## src/rtl/cf_pio_timing_ctrl.sv

```systemverilog
// CompactFlash True-IDE PIO cycle sequencer behind an Avalon-MM slave.
// One Avalon transfer becomes one CF register/data cycle: address/CS setup,
// IORD_n/IOWR_n strobe (stretched by IORDY), a single hold cycle where the
// master is released, then CS-high recovery before the next cycle may start.
// Every output is a flop loaded from the next-state decode, so the CF pins
// and the Avalon handshake never carry combinational glitches.
module cf_pio_timing_ctrl #(
    parameter int T1_CYC      = 3,
    parameter int T2_CYC      = 8,
    parameter int T2I_CYC     = 6,
    parameter int RDY_TIMEOUT = 1024
) (
    input  logic        clk,
    input  logic        reset,
    input  logic        av_chipselect,
    input  logic        av_read,
    input  logic        av_write,
    input  logic [3:0]  av_address,
    input  logic [15:0] av_writedata,
    output logic [15:0] av_readdata,
    output logic        av_waitrequest,
    input  logic        present,
    input  logic        err_clr,
    output logic        timeout_err,
    output logic        busy,
    output logic [2:0]  cf_addr,
    output logic [1:0]  cf_cs_n,
    output logic        cf_iord_n,
    output logic        cf_iowr_n,
    output logic [15:0] cf_data_out,
    output logic        cf_data_oe,
    input  logic [15:0] cf_data_in,
    input  logic        cf_iordy
);

    // Terminal counts: each phase counter runs 0 .. N-1.
    localparam logic [15:0] T1_LAST  = 16'(T1_CYC - 1);
    localparam logic [15:0] T2_LAST  = 16'(T2_CYC - 1);
    localparam logic [15:0] T2I_LAST = 16'(T2I_CYC - 1);
    localparam logic [15:0] TO_LAST  = 16'(RDY_TIMEOUT - 1);

    // Value returned to the master when no data could be fetched.
    localparam logic [15:0] ABORT_DATA = 16'hFFFF;

    typedef enum logic [2:0] {
        S_IDLE,
        S_SETUP,
        S_STROBE,
        S_WAIT_RDY,
        S_HOLD,
        S_RECOVER
    } state_t;

    state_t      state_q, state_d;
    logic [15:0] cnt_q, cnt_d;

    // Request latched at acceptance; the master's bus is not looked at again.
    logic        wr_q, wr_d;
    logic [3:0]  addr_q, addr_d;
    logic [15:0] wdata_q, wdata_d;
    logic        abort_q, abort_d;     // skip RECOVER after HOLD
    logic        nocard_q, nocard_d;   // card absent: no CS/strobe at all

    // Read-capture and timeout events produced by the transition logic.
    logic        rd_cap;
    logic [15:0] rd_val;
    logic        to_set;
    logic        req;

    // IORDY synchroniser.
    logic        iordy_s1_q, iordy_s2_q;

    // Registered outputs and their next values.
    logic [15:0] readdata_q, readdata_d;
    logic        waitreq_q, waitreq_d;
    logic        err_q, err_d;
    logic        busy_q, busy_d;
    logic [2:0]  cf_addr_q, cf_addr_d;
    logic [1:0]  cs_n_q, cs_n_d;
    logic        iord_n_q, iord_n_d;
    logic        iowr_n_q, iowr_n_d;
    logic [15:0] dout_q, dout_d;
    logic        oe_q, oe_d;
    logic        active_d, strobe_d;

    // Phase counters stop at all-ones instead of wrapping.
    function automatic logic [15:0] sat_inc(input logic [15:0] v);
        return (v == 16'hFFFF) ? v : v + 16'd1;
    endfunction

    assign req = av_chipselect & (av_read | av_write);

    // Two-flop synchroniser for the asynchronous IORDY pin (idles high).
    always_ff @(posedge clk) begin
        if (reset) begin
            iordy_s1_q <= 1'b1;
            iordy_s2_q <= 1'b1;
        end else begin
            iordy_s1_q <= cf_iordy;
            iordy_s2_q <= iordy_s1_q;
        end
    end

    // FSM state, phase counter and latched request.
    always_ff @(posedge clk) begin
        if (reset) begin
            state_q  <= S_IDLE;
            cnt_q    <= 16'd0;
            wr_q     <= 1'b0;
            addr_q   <= 4'd0;
            wdata_q  <= 16'd0;
            abort_q  <= 1'b0;
            nocard_q <= 1'b0;
        end else begin
            state_q  <= state_d;
            cnt_q    <= cnt_d;
            wr_q     <= wr_d;
            addr_q   <= addr_d;
            wdata_q  <= wdata_d;
            abort_q  <= abort_d;
            nocard_q <= nocard_d;
        end
    end

    // Next-state, counter and capture decisions for the cycle sequence.
    always_comb begin
        state_d  = state_q;
        cnt_d    = cnt_q;
        wr_d     = wr_q;
        addr_d   = addr_q;
        wdata_d  = wdata_q;
        abort_d  = abort_q;
        nocard_d = nocard_q;
        rd_cap   = 1'b0;
        rd_val   = cf_data_in;
        to_set   = 1'b0;

        unique case (state_q)
            S_IDLE: begin
                if (req) begin
                    // Read+write together is a write.
                    wr_d  = av_write;
                    cnt_d = 16'd0;
                    if (present) begin
                        addr_d   = av_address;
                        wdata_d  = av_writedata;
                        abort_d  = 1'b0;
                        nocard_d = 1'b0;
                        state_d  = S_SETUP;
                    end else begin
                        // No card: release the master at once with all-ones.
                        abort_d  = 1'b1;
                        nocard_d = 1'b1;
                        rd_cap   = ~av_write;
                        rd_val   = ABORT_DATA;
                        state_d  = S_HOLD;
                    end
                end
            end

            S_SETUP: begin
                if (cnt_q == T1_LAST) begin
                    cnt_d   = 16'd0;
                    state_d = S_STROBE;
                end else begin
                    cnt_d = sat_inc(cnt_q);
                end
            end

            S_STROBE: begin
                if (cnt_q == T2_LAST) begin
                    cnt_d = 16'd0;
                    if (iordy_s2_q) begin
                        rd_cap  = ~wr_q;
                        state_d = S_HOLD;
                    end else begin
                        state_d = S_WAIT_RDY;
                    end
                end else begin
                    cnt_d = sat_inc(cnt_q);
                end
            end

            S_WAIT_RDY: begin
                // A ready card on the last allowed cycle still completes normally.
                if (iordy_s2_q) begin
                    cnt_d   = 16'd0;
                    rd_cap  = ~wr_q;
                    state_d = S_HOLD;
                end else if (cnt_q == TO_LAST) begin
                    cnt_d   = 16'd0;
                    abort_d = 1'b1;
                    to_set  = 1'b1;
                    rd_cap  = ~wr_q;
                    rd_val  = ABORT_DATA;
                    state_d = S_HOLD;
                end else begin
                    cnt_d = sat_inc(cnt_q);
                end
            end

            S_HOLD: begin
                cnt_d   = 16'd0;
                state_d = abort_q ? S_IDLE : S_RECOVER;
            end

            S_RECOVER: begin
                if (cnt_q == T2I_LAST) begin
                    cnt_d   = 16'd0;
                    state_d = S_IDLE;
                end else begin
                    cnt_d = sat_inc(cnt_q);
                end
            end

            default: begin
                cnt_d   = 16'd0;
                state_d = S_IDLE;
            end
        endcase
    end

    // Pin and handshake values for the state being entered.
    always_comb begin
        active_d   = (state_d == S_SETUP || state_d == S_STROBE ||
                      state_d == S_WAIT_RDY || state_d == S_HOLD) && !nocard_d;
        strobe_d   = (state_d == S_STROBE || state_d == S_WAIT_RDY);
        cs_n_d     = active_d ? (addr_d[3] ? 2'b01 : 2'b10) : 2'b11;
        iord_n_d   = !(strobe_d && !wr_d);
        iowr_n_d   = !(strobe_d && wr_d);
        oe_d       = active_d && wr_d;
        waitreq_d  = (state_d != S_HOLD);
        busy_d     = (state_d != S_IDLE);
        cf_addr_d  = addr_d[2:0];
        dout_d     = wdata_d;
        readdata_d = rd_cap ? rd_val : readdata_q;
        // A timeout landing together with a clear request keeps the flag set.
        err_d      = to_set ? 1'b1 : (err_clr ? 1'b0 : err_q);
    end

    // Output registers.
    always_ff @(posedge clk) begin
        if (reset) begin
            readdata_q <= 16'd0;
            waitreq_q  <= 1'b1;
            err_q      <= 1'b0;
            busy_q     <= 1'b0;
            cf_addr_q  <= 3'd0;
            cs_n_q     <= 2'b11;
            iord_n_q   <= 1'b1;
            iowr_n_q   <= 1'b1;
            dout_q     <= 16'd0;
            oe_q       <= 1'b0;
        end else begin
            readdata_q <= readdata_d;
            waitreq_q  <= waitreq_d;
            err_q      <= err_d;
            busy_q     <= busy_d;
            cf_addr_q  <= cf_addr_d;
            cs_n_q     <= cs_n_d;
            iord_n_q   <= iord_n_d;
            iowr_n_q   <= iowr_n_d;
            dout_q     <= dout_d;
            oe_q       <= oe_d;
        end
    end

    assign av_readdata    = readdata_q;
    assign av_waitrequest = waitreq_q;
    assign timeout_err    = err_q;
    assign busy           = busy_q;
    assign cf_addr        = cf_addr_q;
    assign cf_cs_n        = cs_n_q;
    assign cf_iord_n      = iord_n_q;
    assign cf_iowr_n      = iowr_n_q;
    assign cf_data_out    = dout_q;
    assign cf_data_oe     = oe_q;

endmodule

```

## config.mk

```make
export PLATFORM = sky130hd
export DESIGN_NAME = cf_pio_timing_ctrl
export DESIGN_NICKNAME = d
export VERILOG_FILES = /design/src/rtl/cf_pio_timing_ctrl.sv
export SDC_FILE = /design/constraint.sdc
export NUM_CORES = 1
export LEC_CHECK = 0
export CAP_MARGIN = 25
export CORE_MARGIN = 2
export CORE_UTILIZATION = 43
export DETAILED_ROUTE_END_ITERATION = 10
export PLACE_DENSITY = 0.73
export SYNTH_ARGS = -nofsm -noshare
export SYNTH_HDL_FRONTEND = slang
export SYNTH_SLANG_ARGS = --single-unit
```

## constraint.sdc

```tcl
create_clock -name clk -period 2.6 [get_ports clk]
set_clock_uncertainty 0.2 [all_clocks]
set_input_delay 0.78 -clock clk [delete_from_list [all_inputs] [get_ports clk]]
set_output_delay 0.78 -clock clk [all_outputs]
set_load 0.01 [all_outputs]
```

* After elaboration in Yosys (flattened, before gate mapping)
Index checks and enable logic that the tools add are counted.
Cells by class: eq/ne operators 18, shifts and indexed selects 0, $mul 0, $add $sub $neg 1, muxes and demuxes 48, divide/modulo/power cells 0, bitwise gates (word level) 5, reduce and logical (&&, ||, !) cells 19, order comparisons 0
Operators by type and width (number):
- $mux 16 | 11
- $pmux 16 s5 | 1
- $eq 16x3->1 const B | 2
- $pmux 16 s2 | 1
- $mux 3 | 9
- $mux 1 | 19
- $pmux 3 s6 | 1
- $add 16x1->16 const B | 1
- $eq 16x10->1 const B | 1
- $eq 16x16->1 const B | 1
- $eq 16x2->1 const B | 1
- $eq 3x2->1 const B | 4
- $mux 4 | 3
- $eq 3x3->1 const B | 3
- $eq 3x1->1 const B | 2
- $ne 2x2->1 const B | 3
- $logic_and 1x1->1 | 4
- $logic_not 1->1 | 4
- $logic_or 1x1->1 | 4
- $reduce_and 4->1 | 1
- $reduce_bool 2->1 | 2
- $logic_not 3->1 | 1
- $ne 3x3->1 const B | 1
- $not 1->1 | 3
- other kinds (8) | 8
Storage, ports and cells: memory bits (read-only) 0, bits in latches 0, memories kept 0, word-level logic and storage cells 109, RAM bits 0, output and inout bits 43, bits of input ports 44, register bits 71

* Depth between registers and ports, before layout
Gate-level depths: netlist of run 1.
depth in word-level cells 11, gate-level depth with buffers 9, mapped depth without buffers 8

* Least setup slack after synthesis of run 1
OpenSTA, ideal clock, no wires.
kind flip-flop to flip-flop, start point register cnt_q[11], end point register cs_n_q[1] (netlist: cf_cs_n[1]), stages on the path, launching flop included 7, path buffers 1, path slack 125 ps, arrival 2141 ps, setup time 134 ps, clock period less this slack 2475 ps, required time 2266 ps, path through dfxtp_1 -> buf_6 -> or4_4 -> or4_4 -> o21ai_2 -> nor3_1 -> or4_1
On the way: longest elaborated chain between the ends 11, elaborated cells on any way between the ends 20, classes of those cells 8 x eq/ne; 6 x mux; 1 x bitwise; 5 x reduce/logical
Ends and longest elaborated chain:
- from (decl) | RTL line 55 | logic [15:0] cnt_q, cnt_d;
- from (signal assigned) | RTL line 116 | cnt_q <= cnt_d;
- $eq 16x10->1 | RTL line 190 | end else if (cnt_q == TO_LAST) begin
- $mux 3 | RTL line 190
- $mux 3 | RTL line 186 | if (iordy_s2_q) begin
- $pmux 3 s6 * | RTL line 138 | unique case (state_q)
- $eq 3x1->1 or $eq 3x2->1 (tied branches) | RTL line 225 | active_d = (state_d == S_SETUP || state_d == S_STROBE ||
- $logic_or 1x1->1 (2 in series) | RTL line 225
- $logic_or 1x1->1 * | RTL line 226 | state_d == S_WAIT_RDY || state_d == S_HOLD) && !nocard_d;
- $logic_and 1x1->1 * | RTL line 226
- $not 1->1 (no source line) *
- $reduce_or 2->1 (no source line) *
- to (signal assigned) | RTL line 260 | cs_n_q <= cs_n_d;
- to (decl) | RTL line 79 | logic [1:0] cs_n_q, cs_n_d;
Mark *: on every way between the ends. The rest lies on a longest branch, timed or not. A chain may end at the register's enable or synchronous reset.

* Worst setup path after layout of run 1
start point register cnt_q[15], end point register cs_n_q[1] (netlist: cf_cs_n[1])
The elaborated chain is that of the path after synthesis.

==> metrics.yaml, run 1 <==
run_status:
  outcome: "finished, final reports clean"
global_routing:
  antenna_found_initial: 0
  track_usage_pct: 22.7
  grt_max_degree: 31
  grt_pass1_wl_um: 13500
  grt_pass1_vias: 2920
  grt-ovfl-total: 0
synthesis:
  ys_seq_area_share_pct: 45.8
  synth-edff-count: 0
  synth_area_leaders: "dfxtp_1 (46%), nand2_1 (7.1%), nor2_1 (6.3%)"
  synth_top_cell_area_share_pct: 45.8
  synthCells: 366
  yosys-top-cells-count: "dfxtp_1 (68), nand2_1 (56), nor2_1 (50), a21oi_1 (33), nor3_1 (22)"
  synth_ff_type: "dfxtp_1"
  ys_warn_count: 0
  synth_nets: 413
  async_flop_share_pct: 0
  yosysMostFrequentCell: "dfxtp_1"
  yosysTopAreaCell: "dfxtp_1"
  synth_cell_types: 53
  ys_seq_elements: 68
  avgSynthCellArea_um2: 8.12
  netlist_area_mm2: 0.00297
critical_path:
  startpoint: "cnt_q[15]"
  cpMaxStageDelayCell: "or4_4"
  worst-path-max-fanout: 3
  worstReg2RegStart: "cnt_q[15]"
  critPathLaunchType: "flip-flop"
  endpoint_kind: "flip-flop"
  cpMostUsedCell: "or4_4"
  crit_type: "flip-flop to flip-flop"
  path_cells: "or4_4 > or4_4 > o21ai_2 > nor3_2 > or4_1"
  rrSetupSlack_ps: 30
  critPathMaxStageDelay_ps: 570
  required_ps: 2620
  worstPathArrival_ps: 2590
  ff2ff_path_depth: 5
sta:
  final.setup.worst_slack_ps: 34.0
  period_share_pct: 98.7
  slew_viol_final: 0
  tightest_slew_ps: 590
  tns_ps: 0
  whs_ps: 221
  max_freq_mhz: 390
  rsz0062_at_grt: "yes"
  relSlewSlack_pct: 60.3
  hold_violations: 0
  finalCriticalPeriod_ps: 2570
  setup_viol: 0
floorplanning:
  die_h_um: 87.1
  dieWidth_um: 87.1
  die_area_mm2: 0.00759
  io_pins: 87
  start_util_pct: 44.0
  rows: 30
  coreArea_mm2: 0.00676
cells_and_area:
  utilization_pct: 64.9
  design_area_mm2: 0.00439
  nets: 529
  instances_no_fill: 566
  ff_latch_area_mm2: 0.00136
  area_growth_pct: 47.6
  drive_gt1_share_pct: 14.2
  multiInputGateArea_mm2: 0.00149
  nFillCells: 577
  antenna_cells: 0
clock_network:
  root_buffer: "clkbuf_8"
  cts-htree-levels: 3
  clockBufferDepth: 2
  cts_resized: 0
  numClockSinks: 68
  clk_latency_ps: 350
  numCtsBuffers: 9
  cts_hold_buf: 0
  cts_tree: "yes"
  postCtsSetupRepairBufs: 0
  clk_pin_slew_worst_paths_ps: 70
power:
  power.switching_mw: 0.642
  clkPwrFrac_pct: 38.4
  vdd_drop_max_mv: 0.343
  total_power_mw: 2.49
  cellPowerDensity_mw_per_mm2: 568
  pwr-share-comb_pct: 16.6
  seq_power_share_pct: 45.0
  switching_share_pct: 25.8
  p_int_mw: 1.85
  p_leak_nw: 1.67
route:
  first_iter_violations: 206
  wl_um: 8210
  wl_per_cell_um: 14.5
  first_pass_iters: 4
  vias_per_cell: 5.40
  drc: 0
  num_vias: 3054
  ant_nets: 0
worst_hold_path:
  hold_path_depth: 1
  holdCritPathClass: "flip-flop to flip-flop"
  min_from: "iordy_s1_q"
placed_design:
  dp_hpwl_um: 5850
  placedCellCount: 550
  portBuffers: 86
  pre_cts_ws_ps: -116
  gp_congestion: 0.902
  place_area_mm2: 0.00415
run:
  drv_cap: 0
flip-flops by register name (all words and copies together) (netlist names):
signal,count
av_readdata,16
cf_data_out,16
cnt_q,16
addr_q,4
state_q,3
cf_cs_n,2
abort_q,1
av_waitrequest,1
busy,1
cf_data_oe,1
cf_iord_n,1
cf_iowr_n,1
iordy_s1_q,1
iordy_s2_q,1
nocard_q,1
timeout_err,1
wr_q,1
path summary, 6_finish.rpt:
check               endpoint
setup reg to reg  cf_cs_n[1]
hold reg to reg   iordy_s2_q
setup / recovery  cf_cs_n[1]
hold / removal    iordy_s2_q
cells by family after synthesis:
family | count (synthesis) | synth area share, %
flip-flops | 68 | 45.8
AO/OA/AOI/OAI | 71 | 15.6
adder cells (fa/ha/maj) | 3 | 1.26
AND/OR/NAND/NOR | 189 | 31.6
XOR/XNOR | 1 | 0.295
multiplexers | 2 | 0.674
buffers and inverters | 32 | 4.76
cell usage in the layout (no fill, tap or decap), types with 3 or more instances in the layout:
master / synthesis / final
nor3_1: 22 / 21
nand3_1: 12 / 12
a21oi_1: 33 / 33
nand4_1: 6 / 6
o21ai_0: 3 / 3
ha_1: 3 / 3
a31oi_1: 7 / 7
buf_4: 3 / 37
nor2_1: 50 / 50
a22o_1: 4 / 4
clkdlybuf4s50_1: 0 / 85
and4_1: 6 / 6
inv_1: 11 / 11
nand2_1: 56 / 56
dfxtp_1: 68 / 67
or2_2: 3 / 3
a21o_1: 5 / 5
clkbuf_8: 0 / 9
or4_4: 2 / 3
nor4_1: 4 / 4
nand3b_1: 3 / 3
nand2b_1: 5 / 5
or4b_1: 3 / 3
o21ai_1: 5 / 5
and3_1: 4 / 4
worst max-delay path, delay by kind of cell (launching register included):
kind               cells  cell delay (ps)
AOI/OAI and AO/OA      1              200
DFF                    1              320
and+or+nand+nor        4             1720
area by class of cell:
| type | instances | area share [%] |
|---|---|---|
| Clock buffer | 9 | 2.82 |
| Clock inverter | 6 | 2.05 |
| Inverter | 11 | 0.942 |
| Multi-Input combinational cell | 267 | 34.1 |
| Sequential cell | 68 | 31.1 |
| Tap cell | 80 | 2.28 |
| Timing Repair Buffer | 125 | 26.8 |
power by group through the flow:
stage,Sequential [mW],Combinational (mW),Clock (mW)
final,1.12,0.414,0.957
after global routing,1.13,0.450,1.02
after CTS,1.12,0.409,0.971
after detailed placement,1.15,0.405,0
after global placement,1.14,0.396,0
after floorplan,1.15,0.172,0
routing by layer:
layer	vias to the layer above	wire [µm]	part of all wire (%)	GRT usage [%]
li1	1516	-	-	-
met1	1444	3600	44	27.9
met2	80	4020	49	37.3
met3	14	434	5.3	6.54
met4	0	150	1.8	9.37
met5	-	0	0	0
No activity file was read; power rests on OpenSTA's default activity.
==> run 2, diff against run 1 <==
SLEW_MARGIN = 20   (was default)
TNS_END_PERCENT = 1   (was default)
==> run 2 against run 1 <==
Compared with the run above: via count is 0.65% lower; clock power hardly changed; combinational power hardly changed; sequential cell count stayed put; worst setup slack better by 4.7 ps; sequential share of layout area stayed put; critical path depth stayed put; maximum frequency is 0.18% higher; routed wire length is 0.37% lower; total power hardly changed; first-iteration DRC count is 13% lower; worst hold slack hardly changed; highest routed layer unchanged.
==> metrics.yaml, run 2 (same netlist as run 1, synthesis figures left out) <==
placed_design:
  placedCellCount: 550  # unchanged
  dp_hpwl_um: 5850  # unchanged
  portBuffers: 86  # unchanged
  pre_cts_ws_ps: -116  # unchanged
  gp_congestion: 0.902  # unchanged
  place_area_mm2: 0.00415  # unchanged
power:
  clkPwrFrac_pct: 38.4  # about the same
  p_int_mw: 1.85  # about the same
  vdd_drop_max_mv: 0.342  # -0.26%
  switching_share_pct: 25.8  # about the same
  p_leak_nw: 1.67  # unchanged
  power.switching_mw: 0.642  # about the same
  cellPowerDensity_mw_per_mm2: 568  # about the same
  pwr-share-comb_pct: 16.6  # about the same
  seq_power_share_pct: 45.0  # about the same
floorplanning:
  rows: 30  # unchanged
  start_util_pct: 44.0  # unchanged
  die_area_mm2: 0.00759  # unchanged
  io_pins: 87  # unchanged
  dieWidth_um: 87.1  # unchanged
  die_h_um: 87.1  # unchanged
  coreArea_mm2: 0.00676  # unchanged
critical_path:
  rrSetupSlack_ps: 40  # about the same
  ff2ff_path_depth: 5  # unchanged
  crit_type: "flip-flop to flip-flop"
  worst-path-max-fanout: 3  # unchanged
  critPathLaunchType: "flip-flop"
  worstPathArrival_ps: 2590  # about the same
  required_ps: 2630  # about the same
  worstReg2RegStart: "cnt_q[15]"
  r2r_end: "cf_cs_n[1]"
  endpoint_kind: "flip-flop"
  startpoint: "cnt_q[15]"
sta:
  max_freq_mhz: 390  # +0.18%
  finalCriticalPeriod_ps: 2560  # -4.73 ps
  setup_viol: 0  # unchanged
  period_share_pct: 98.5  # -0.18 points
  slew_viol_final: 0  # unchanged
  tns_ps: 0  # unchanged
  final.setup.worst_slack_ps: 38.8  # +4.73 ps
  relSlewSlack_pct: 61.8  # +1.5 points
  tightest_slew_ps: 568  # -21.6 ps
  hold_violations: 0  # unchanged
  rsz0062_at_grt: "yes"
clock_network:
  numCtsBuffers: 9  # unchanged
  numClockSinks: 68  # unchanged
  clk_pin_slew_worst_paths_ps: 70  # about the same
  cts-htree-levels: 3  # unchanged
  cts_tree: "yes"
  postCtsSetupRepairBufs: 0  # unchanged
  clockBufferDepth: 2  # unchanged
  cts_hold_buf: 0  # unchanged
  root_buffer: "clkbuf_8"
  clk_latency_ps: 350  # about the same
route:
  wl_per_cell_um: 14.5  # -0.37%
  first_pass_iters: 4  # unchanged
  num_vias: 3034  # -0.65%
  first_iter_violations: 179  # -13%
  wl_um: 8180  # -0.37%
  vias_per_cell: 5.36  # -0.65%
  drc: 0  # unchanged
  ant_nets: 0  # unchanged
worst_hold_path:
  hold_path_depth: 1  # unchanged
  min_from: "iordy_s1_q"
  holdPathEnd: "iordy_s2_q"
  holdCritPathClass: "flip-flop to flip-flop"
cells_and_area:
  antenna_cells: 0  # unchanged
  nFillCells: 577  # unchanged
  drive_gt1_share_pct: 14.2  # unchanged
  instances_no_fill: 566  # unchanged
  utilization_pct: 64.9  # unchanged
  final_common_cell: "clkdlybuf4s50_1"
  design_area_mm2: 0.00439  # unchanged
  nets: 529  # unchanged
  area_growth_pct: 47.6  # unchanged
  final_cell_mix: "clkdlybuf4s50_1 (85), dfxtp_1 (67), nand2_1 (56), nor2_1 (50), buf_4 (37)"
run_status:
  outcome: "finished, final reports clean"
global_routing:
  grt-ovfl-total: 0  # unchanged
  grt_pass1_wl_um: 13500  # unchanged
  grt_max_degree: 31  # unchanged
  track_usage_pct: 22.7  # unchanged
  grt_pass1_vias: 2920  # unchanged
  antenna_found_initial: 0  # unchanged
run:
  drv_cap: 0  # unchanged
## run 2: cell counts in the layout (fill, tap and decap cells not counted)
Identical to the previous run, type by type.
## run 2: timing repair
item | in CTS | in global routing
setup endpoints to repair | 0 | 15
gates resized for setup | 0 | 3
endpoints found under the hold margin | 0 | 0
## run 2: critical path, cell delays in order (launching register included)
cell	delay [ps]
dfxtp_1	320
or4_4	570
or4_4	570
o21ai_2	200
nor3_2	80
or4_1	500
## run 2: how the worst max path moves through the flow
| stage | to | slack, ps | depth (start not counted) |
|---|---|---|---|
| floorplan | cf_cs_n[1] | 120 | 6 |
| global placement | cf_cs_n[1] | -50 | 6 |
| detailed placement | cf_cs_n[1] | -120 | 6 |
| CTS | cnt_q[11] | 30 | 7 |
| global route | cf_cs_n[1] | -20 | 5 |
| finish | cf_cs_n[1] | 40 | 5 |
## run 2: routing by layer
| metal | up-vias | track usage (%) | routed length (µm) |
|---|---|---|---|
| met5 | - | 0 | 0 |
| met4 | 0 | 9.37 | 149 |
| met3 | 12 | 6.54 | 441 |
| met2 | 84 | 37.3 | 4030 |
| met1 | 1423 | 27.9 | 3560 |
| li1 | 1515 | - | - |
## run 2: power by group through the flow
| stage | clock, mW | combinational [mW] | sequential, mW |
|---|---|---|---|
| 4_1_cts | 0.971 | 0.409 | 1.12 |
| 5_1_grt | 1.02 | 0.450 | 1.13 |
| 3_5_place_dp | 0 | 0.405 | 1.15 |
| 2_1_floorplan | 0 | 0.172 | 1.15 |
| 6_report | 0.957 | 0.414 | 1.12 |
| 3_3_place_gp | 0 | 0.396 | 1.14 |
## run 2: layout make-up
class                           count  area (µm²)  share of cell area, %
Multi-Input combinational cell    267        1490                   34.1
Sequential cell                    68        1360                   31.1
Timing Repair Buffer              125        1170                   26.8
Clock buffer                        9         124                   2.82
Tap cell                           80         100                   2.28
Clock inverter                      6        90.1                   2.05
Inverter                           11        41.3                  0.942
## run 2: per-stage QoR
step,power (mW),hold slack (ps)
after CTS,2.50,227
after global placement,1.54,192
after floorplan,1.33,189
final,2.49,221
after detailed placement,1.55,209
after global routing,2.60,259
==> run 3, diff against run 2 <==
HOLD_SLACK_MARGIN = 0.12   (was default)
PLACE_DENSITY = 0.81   (was 0.73)
RECOVER_POWER = 100   (was default)
==> run 3 against run 2 <==
Compared with the run above: die area unchanged; first-iteration DRC count down 13%; sequential share of layout area down 0.38 points; critical endpoint is now cnt_q[1]; combinational power down 1%; critical path type unchanged; final cell count unchanged; largest cell class unchanged; worst setup slack worse by 25 ps; worst hold slack worse by 9.9 ps; maximum frequency down 0.98%; core utilization up 0.87 points.
==> metrics.yaml, run 3 (same netlist as run 1, synthesis figures left out) <==
run_status:
  outcome: "finished, final reports clean"
sta:
  tightest_slew_ps: 791  # +223 ps
  hold_violations: 0  # unchanged
  rsz0062_at_grt: "yes"
  slew_viol_final: 0  # unchanged
  setup_viol: 0  # unchanged
  relSlewSlack_pct: 47.3  # -14 points
  max_freq_mhz: 387  # -0.98%
  tns_ps: 0  # unchanged
  finalCriticalPeriod_ps: 2590  # +25.4 ps
  period_share_pct: 99.5  # +0.98 points
global_routing:
  grt-ovfl-total: 0  # unchanged
  grt_pass1_vias: 2972  # +1.8%
  antenna_found_initial: 0  # unchanged
  track_usage_pct: 22.4  # -0.29 points
  grt_pass1_wl_um: 13400  # -0.46%
  grt_max_degree: 31  # unchanged
route:
  wl_per_cell_um: 14.9  # +3.0%
  drc: 0  # unchanged
  first_iter_violations: 155  # -13%
  first_pass_iters: 4  # unchanged
  ant_nets: 0  # unchanged
  vias_per_cell: 5.43  # +1.4%
  num_vias: 3076  # +1.4%
  wl_um: 8430  # +3.0%
critical_path:
  worst-path-max-fanout: 7  # +4
  worstPathArrival_ps: 2600  # about the same
  required_ps: 2620  # about the same
  endpoint_kind: "flip-flop"
  crit_type: "flip-flop to flip-flop"
  critPathLaunchType: "flip-flop"
cells_and_area:
  final_common_cell: "dfxtp_1"
  instances_no_fill: 566  # unchanged
  drive_gt1_share_pct: 14.8  # +0.62 points
  antenna_cells: 0  # unchanged
  final_cell_mix: "dfxtp_1 (66), nand2_1 (56), nor2_1 (50), dlygate4sd3_1 (44), clkdlybuf4s50_1 (41)"
  nets: 529  # unchanged
  nFillCells: 545  # -5.5%
  area_growth_pct: 49.6
clock_network:
  root_buffer: "clkbuf_8"
  clk_pin_slew_worst_paths_ps: 70  # about the same
  clockBufferDepth: 2  # unchanged
  cts-htree-levels: 3  # unchanged
  numCtsBuffers: 9  # unchanged
  numClockSinks: 68  # unchanged
  clk_latency_ps: 350  # about the same
  cts_tree: "yes"
  postCtsSetupRepairBufs: 0  # unchanged
floorplanning:
  die_area_mm2: 0.00759  # unchanged
  die_h_um: 87.1  # unchanged
  io_pins: 87  # unchanged
  start_util_pct: 44.0  # unchanged
  coreArea_mm2: 0.00676  # unchanged
  rows: 30  # unchanged
  dieWidth_um: 87.1  # unchanged
placed_design:
  placedCellCount: 550  # unchanged
  gp_congestion: 0.936  # +3.7%
  portBuffers: 86  # unchanged
  dp_hpwl_um: 5990  # +2.4%
power:
  vdd_drop_max_mv: 0.406  # +19%
  total_power_mw: 2.66  # +6.7%
  p_leak_nw: 1.79  # +7.2%
  cellPowerDensity_mw_per_mm2: 598  # +5.3%
worst_hold_path:
  holdCritPathClass: "flip-flop to flip-flop"
run:
  drv_cap: 0  # unchanged
[run 3: cell type report]
| class | count | area [µm²] | area share [%] |
|---|---|---|---|
| inverter | 11 | 41.3 | 0.929 |
| tap | 80 | 100 | 2.25 |
| timing repair buffer | 125 | 1140 | 25.7 |
| clock buffer | 9 | 124 | 2.79 |
| sequential | 68 | 1360 | 30.7 |
| clock inverter | 6 | 138 | 3.10 |
| multi-input combinational | 267 | 1530 | 34.5 |
[run 3: critical path: stages, from the launching register on]
cell and delay (ps):
dfxtp_1 310, or4_4 560, or4_4 590, nand3_4 130, a41oi_2 290, a31oi_2 270, o22ai_1 110
[run 3: path summary, 6_finish.rpt]
path	depth (start not counted)	startpoint	endpoint	slack [ps]
setup reg to reg	6	cnt_q[12]	cnt_q[1]	10
setup / recovery	6	cnt_q[12]	cnt_q[1]	10
hold / removal	1	iordy_s1_q	iordy_s2_q	210
hold reg to reg	1	iordy_s1_q	iordy_s2_q	210
[run 3: power by group]
part / switching [mW] / internal (mW)
logic: 0.197 / 0.210
registers: 0.0319 / 1.09
clock network: 0.396 / 0.732
total: 0.625 / 2.03
[run 3: per-layer routing]
layer	GRT usage, %	vias up	part of all wire (%)
li1	-	1525	-
met1	27.2	1449	43
met2	36.8	86	50
met3	5.21	16	5.3
met4	11.9	0	2.3
met5	0	-	0
[run 3: timing repair]
action,4_1_cts,5_1_grt
hold endpoints to repair,0,0
endpoints found under the setup margin,8,19
gates cloned,1,0
hold buffers,0,0
resized for setup,1,14
pin swaps,1,3
[run 3: per-stage QoR]
step | hold slack (ps) | utilization, % | setup slack (ps) | cell area [µm²]
2_1_floorplan | 189 | - | 125 | 2970
3_3_place_gp | 193 | 61.1 | -54.1 | 4130
3_5_place_dp | 195 | 61.2 | -121 | 4130
4_1_cts | 211 | 65.4 | -9.36 | 4420
5_1_grt | 217 | 65.8 | -68.3 | 4440
6_report | 211 | 65.8 | 13.3 | 4440
